### src/rtl/rr_arb_mux.sv
// rr_arb_mux
//   N-way, WIDTH-bit request merger with round-robin arbitration, a forced-select
//   mode that behaves like a legacy sel-driven mux, and one registered output stage.
//
// Ports
//   clk        rising-edge clock
//   rst_n      asynchronous active-low reset
//   in_data    NUM_IN*WIDTH; channel i occupies [i*WIDTH +: WIDTH]
//   in_valid   per-channel request
//   in_ready   per-channel accept (combinational, at most one bit set)
//   force_en   1 = fixed select on force_sel, 0 = round-robin
//   force_sel  channel index used when force_en = 1
//   out_data   registered selected data
//   out_sel    registered index of the channel that supplied out_data
//   out_valid  out_data/out_sel valid
//   out_ready  downstream accepts output
module rr_arb_mux #(
    parameter  int unsigned WIDTH  = 32,
    parameter  int unsigned NUM_IN = 4,
    localparam int unsigned SEL_W  = $clog2(NUM_IN)
) (
    input  logic                    clk,
    input  logic                    rst_n,
    input  logic [NUM_IN*WIDTH-1:0] in_data,
    input  logic [NUM_IN-1:0]       in_valid,
    output logic [NUM_IN-1:0]       in_ready,
    input  logic                    force_en,
    input  logic [SEL_W-1:0]        force_sel,
    output logic [WIDTH-1:0]        out_data,
    output logic [SEL_W-1:0]        out_sel,
    output logic                    out_valid,
    input  logic                    out_ready
);

    logic [WIDTH-1:0] out_data_q,   out_data_d;
    logic [SEL_W-1:0] out_sel_q,    out_sel_d;
    logic             out_valid_q,  out_valid_d;
    logic [SEL_W-1:0] last_grant_q, last_grant_d;

    logic             load;
    logic             gnt_any;
    logic [SEL_W-1:0] gnt_idx;
    logic [WIDTH-1:0] gnt_data;
    logic             xfer;

    // Winner selection. Round-robin scans offsets 1..NUM_IN from last_grant so the
    // previous winner is considered last. A forced index >= NUM_IN matches no
    // channel and therefore produces no grant.
    always_comb begin
        int unsigned pos;
        logic [SEL_W-1:0] idx;
        gnt_any = 1'b0;
        gnt_idx = '0;
        pos     = 0;
        idx     = '0;
        if (force_en) begin
            for (int unsigned i = 0; i < NUM_IN; i++) begin
                if (force_sel == SEL_W'(i) && in_valid[i]) begin
                    gnt_any = 1'b1;
                    gnt_idx = SEL_W'(i);
                end
            end
        end else begin
            for (int unsigned k = 1; k <= NUM_IN; k++) begin
                pos = 32'(last_grant_q) + k;
                if (pos >= NUM_IN) pos = pos - NUM_IN;
                idx = SEL_W'(pos);
                if (!gnt_any && in_valid[idx]) begin
                    gnt_any = 1'b1;
                    gnt_idx = idx;
                end
            end
        end
    end

    // Data mux driven only by the registered-path index; in_data never reaches an
    // output without passing through out_data_q.
    always_comb begin
        gnt_data = '0;
        for (int unsigned i = 0; i < NUM_IN; i++) begin
            if (gnt_idx == SEL_W'(i)) gnt_data = in_data[i*WIDTH +: WIDTH];
        end
    end

    always_comb begin
        load = ~out_valid_q | out_ready;
        xfer = load & gnt_any;
        in_ready = '0;
        if (rst_n && xfer) begin
            for (int unsigned i = 0; i < NUM_IN; i++) begin
                in_ready[i] = (gnt_idx == SEL_W'(i));
            end
        end
    end

    always_comb begin
        out_data_d   = out_data_q;
        out_sel_d    = out_sel_q;
        out_valid_d  = out_valid_q;
        last_grant_d = last_grant_q;
        if (xfer) begin
            out_data_d   = gnt_data;
            out_sel_d    = gnt_idx;
            out_valid_d  = 1'b1;
            last_grant_d = gnt_idx;
        end else if (load) begin
            // Either already empty or the held beat drained this cycle.
            out_valid_d = 1'b0;
        end
    end

    always_ff @(posedge clk or negedge rst_n) begin
        if (!rst_n) begin
            out_data_q   <= '0;
            out_sel_q    <= '0;
            out_valid_q  <= 1'b0;
            last_grant_q <= SEL_W'(NUM_IN - 1);
        end else begin
            out_data_q   <= out_data_d;
            out_sel_q    <= out_sel_d;
            out_valid_q  <= out_valid_d;
            last_grant_q <= last_grant_d;
        end
    end

    assign out_data  = out_data_q;
    assign out_sel   = out_sel_q;
    assign out_valid = out_valid_q;

endmodule

### config.mk
export PLATFORM = sky130hd
export DESIGN_NAME = rr_arb_mux
export DESIGN_NICKNAME = d
export VERILOG_FILES = /design/src/rtl/rr_arb_mux.sv
export SDC_FILE = /design/constraint.sdc
export NUM_CORES = 1
export LEC_CHECK = 0
export CAP_MARGIN = 20
export CORE_MARGIN = 2
export CORE_UTILIZATION = 45
export CTS_CLUSTER_DIAMETER = 60
export CTS_CLUSTER_SIZE = 8
export DETAILED_ROUTE_END_ITERATION = 8
export PLACE_DENSITY = 0.92
export SKIP_CTS_REPAIR_TIMING = 1
export SLEW_MARGIN = 30
export SYNTH_ARGS = -nofsm -noshare
export SYNTH_HDL_FRONTEND = slang
export SYNTH_SLANG_ARGS = --single-unit
### constraint.sdc
create_clock -name clk -period 5.35 [get_ports clk]
set_clock_uncertainty 0.05 [all_clocks]
set_input_delay 1.07 -clock clk [delete_from_list [all_inputs] [get_ports clk]]
set_output_delay 1.07 -clock clk [all_outputs]
set_load 0.005 [all_outputs]
## After elaboration in Yosys (flattened, before gate mapping)

Cells that the tools add are included.

| word-level totals | value |
|---|---|
| register bits after elaboration | 37 |

| cells by class | value |
|---|---|
| bitwise operators | 3 |
| add/sub/neg operators | 8 |
| multiplexer cells | 43 |
| magnitude comparators | 8 |
| equality and inequality tests | 6 |
| reductions and logical operators | 14 |

Operators with widths:

| operator | number |
|---|---|
| two-way mux 32 bit | 4 |
| two-way mux 2 bit | 15 |
| two-way mux 1 bit | 19 |
| < comparator 2 x 3 -> 1 bit (second input constant) | 4 |
| >= comparator 3 bit (second input constant) | 3 |
| binary-select mux 1 bit (select 2 bit) | 4 |
| == test 2 bit (second input constant) | 4 |
| logical AND 1 bit | 8 |
| subtractor 2 x 1 -> 2 bit (second input constant) | 4 |
| adder 2 x 2 -> 3 bit (second input constant) | 2 |
| adder 2 x 3 -> 4 bit (second input constant) | 1 |
| == test 2 x 1 -> 1 bit (second input constant) | 2 |
| >= comparator 4 x 3 -> 1 bit (second input constant) | 1 |
| zero test 2 bit | 2 |
| two-way mux 4 bit | 1 |
| adder 2 x 1 -> 3 bit (second input constant) | 1 |
| zero test 1 bit | 3 |
| nonzero test 2 bit | 1 |
| bitwise AND 1 bit | 1 |
| inverter 1 bit | 1 |
| OR 1 bit | 1 |

## Longest topological paths before layout

| logic depth | value |
|---|---|
| depth in word-level cells | 25 |
| mapped depth | 8 |

## Worst setup path before layout

Ideal clock, no wire load.

| timing path | value |
|---|---|
| path type | input to output |
| from | input in_valid[1] |
| to | output in_ready[2] |
| required time | 4,230 ps |
| setup slack | 1,698 ps |
| stages on the path | 7 |
| path buffers | 2 |
| arrival | 2,532 ps |
| cell sequence | buf_2 -> or3b_1 -> a21o_1 -> a311o_1 -> buf_6 -> nor2_1 -> and3_1 |

| on the way | value |
|---|---|
| word-level cells in the longest chain between the ends | 19 |
| elaborated cells on any way between the ends | 38 |
| those cells by class | 1 x eq/ne; 28 x mux; 1 x bitwise; 8 x reduce/logical |

Ends and longest elaborated chain:

| item | RTL line | RTL |
|---|---|---|
| start, declared | 25 | `input logic [NUM_IN-1:0] in_valid,` |
| binary-select mux 1 bit (select 2 bit) | 68 | `if (!gnt_any && in_valid[idx]) begin` |
| two-way mux 1 bit (implied by the code) | 68 |  |
| two-way mux 1 bit | 68 |  |
| two-way mux 1 bit | 56 | `if (force_en) begin` |
| zero test 1 bit | 68 |  |
| logical AND 1 bit | 68 |  |
| two-way mux 1 bit | 68 |  |
| two-way mux 1 bit | 56 |  |
| (+3 left out) | - |  |
| two-way mux 1 bit | 56 |  |
| zero test 1 bit | 68 |  |
| logical AND 1 bit | 68 |  |
| two-way mux 1 bit | 68 |  |
| two-way mux 1 bit | 56 |  |
| bitwise AND 1 bit | 87 | `xfer = load & gnt_any;` |
| logical AND 1 bit | 89 | `if (rst_n && xfer) begin` |
| two-way mux 4 bit (*) | 89 |  |
| end, declared | 26 | `output logic [NUM_IN-1:0] in_ready,` |

Every way passes the cells marked *; elsewhere a longest branch is shown, timed or not. The select of a mux whose other input is x is not followed.

## Worst setup path after layout

| timing path | value |
|---|---|
| from | input in_valid[0] |
| to | output in_ready[2] |

Same word-level chain as after synthesis.

==> results_dict.tcl <==
set metrics [dict create \
    wl_per_cell_um 19.0 \
    hold_class "flop to flop" \
    drc_errors 0 \
    max-clock-path-buffers 2 \
    final_area_um2 5650 \
    start_util 0.464 \
    async_reset_ff_frac 1.00 \
    synth_cell_types 37 \
    antenna_found_initial 0 \
    die_y_um 96.0 \
    yosys.area.top_type "dfrtp_1" \
    critPathRequiredTime_ns 4.23 \
    core_um2 8220 \
    status "completed" \
    final-setup-viol-count 0 \
    area_delta_synth_final_pct 48.1 \
    dp_hpwl_mm 9.46 \
    track_usage 0.279 \
    synth_edf_count 0 \
    num_rows 33 \
    drtIter0Drc 244 \
    instances_no_fill 708 \
    reg2reg_slack_ns 2.22 \
    ys_ff_latch 37 \
    drt-total-wl_mm 13.5 \
    fmax_ghz 0.204 \
    io_pins 177 \
    antenna_left 0 \
    tightest_slew_ns 0.846 \
    arrival_ns 3.79 \
    clock-sinks 37 \
    grt_max_degree 69 \
    syn_nets 604 \
    critPathKind "input port to output pin" \
    yosysMostFrequentCell "nand2_1" \
    cts-root-buf "clkbuf_8" \
    synthTopCellsByArea "dfrtp_1 23%, o32ai_1 15%, a311oi_2 11%" \
    numPortBuffers 176 \
    netlist_area_um2 3810 \
    max-vdd-ir-drop_mv 0.164 \
    holdWs_ns 0.431 \
    slew_headroom 0.436 \
    synth_top_area_frac 0.230 \
    via_per_inst 6.18 \
    timing.setup.tns_ns 0 \
    hp-start "out_data[0]" \
    grt_pass1_wl_mm 20.3 \
    reg2reg_depth 7 \
    rsz0062_at_grt "no" \
    gp_congestion 0.855 \
    dpl_cell_area_um2 5550 \
    seq_area_frac_synth 0.244 \
    power_density_nw_per_um2 275 \
    drv_cap 0 \
    yosysWarnings 0 \
    worstSetupEndpointType "output pin" \
    reg2reg_to "out_data[10]" \
    nFillCells 687 \
    holdPathEnd "out_data[0]" \
    overflow 0 \
    drt-pass1-iter-count 5 \
    numCtsBuffers 5 \
    reg2reg_from "last_grant_q[1]" \
    holdPathStages 2 \
    grt_pass1_vias 4256 \
    antenna_cells 0 \
    hold_viol_final 0 \
    clk_latency_ns 0.28 \
    h-tree-depth 2 \
    worstPathMaxFanout 15 \
    slew_violations 0 \
    finalCritPeriodShare 0.917 \
    synth_ff_type "dfrtp_1" \
    p_leak_nw 2.31 \
    dieArea_um2 9220 \
    path_clk_slew_ns 0.07 \
    vias 4374 \
    dp_cells 700 \
    fp.dieW_um 96.0 \
    cts_tree "done" \
    drive_gt1_frac 0.126 \
    critPathLaunchType "input port" \
    avgSynthCellArea_um2 8.18 \
    fin_crit_ns 4.91 \
    syn_inst 466 \
    final_nets 740 \
    yosys-top-cells-count "100 x nand2_1, 65 x inv_1, 64 x o32ai_1" \
]
==> flip-flops by register name, summed over array words and instances, names as in the netlist <==
name          flops
out_sel           2
out_valid         1
last_grant_q      2
out_data         32
==> area by class of cell <==
| class | instances | area, um^2 | area share |
|---|---|---|---|
| timing repair buffer | 187 | 1870 | 0.331 |
| clock inverter | 1 | 5.00 | 0.000886 |
| clock buffer | 7 | 96.3 | 0.0171 |
| inverter | 65 | 244 | 0.0432 |
| sequential | 37 | 928 | 0.164 |
| tap | 105 | 131 | 0.0233 |
| multi-input combinational | 306 | 2370 | 0.420 |
==> routing by layer <==
metal  GRT usage  wire [um]  part of all wire  vias to the layer above
met1       0.341       5550              0.41                     2093
met4      0.0714        252             0.019                        0
li1            -          -                 -                     2057
met5           0          0                 0                        -
met2       0.501       6710              0.50                      201
met3      0.0525        966             0.072                       23
==> cell usage in the layout, fill, tap and decap left out, types with 2 or more instances in the layout <==
cell and instances:
o22ai_4 2, dfstp_2 2, buf_12 2, nand3b_1 2, nor3_1 2, a21o_1 3
inv_1 65, nand2b_1 3, clkdlybuf4s50_1 175, and3_1 3, a311oi_2 29, clkbuf_8 7
nor2b_1 2, o31ai_2 12, a311oi_1 35, o32ai_1 64, nand2_1 100, o31ai_1 21
dfrtp_1 35, o22ai_1 2, mux2_2 3, nor2_1 6, mux2i_1 3, buf_4 8
==> critical path, stage by stage <==
cell             delay [ns]
clkdlybuf4s50_1        0.61
or3b_1                 0.38
a21o_1                 0.23
a311o_2                0.49
nor2_1                 0.28
and3_1                 0.22
clkdlybuf4s50_1        0.51
==> worst max path at each step <==
stage                      startpoint  slack (ns)  depth (start not counted)     endpoint
after floorplan           in_valid[1]        1.70                          7  in_ready[2]
after global placement    in_valid[0]        0.58                          7  in_ready[3]
after detailed placement  in_valid[0]        0.48                          7  in_ready[2]
after CTS                 in_valid[0]        0.48                          7  in_ready[2]
after global routing      in_valid[1]        0.38                          7  in_ready[2]
final                     in_valid[0]        0.44                          7  in_ready[2]
==> through the flow <==
| stage | power (W) | util | setup WS [ns] |
|---|---|---|---|
| finish | 0.00155 | 0.687 | 0.442 |
| global route | 0.00164 | 0.687 | 0.381 |
| CTS | 0.00155 | 0.687 | 0.481 |
| detailed placement | 0.00133 | 0.675 | 0.484 |
| global placement | 0.00130 | 0.673 | 0.582 |
| floorplan | 0.000941 | - | 1.70 |
==> power by group <==
group          internal [W]  switching [W]  leakage [nW]  total (W)
sequential         0.000370      0.0000618         0.444   0.000432
combinational      0.000446       0.000459          1.81   0.000905
clock              0.000117       0.000100        0.0542   0.000217
total              0.000932       0.000621          2.31    0.00155
==> kinds of logic after synthesis <==
| logic type | after synthesis | share of synthesized area |
|---|---|---|
| compound gates | 176 | 0.455 |
| buf+inv | 123 | 0.148 |
| flops | 37 | 0.244 |
| mux | 6 | 0.0167 |
| simple gates | 124 | 0.137 |
Note: power is estimated with default switching activity, not from simulation.
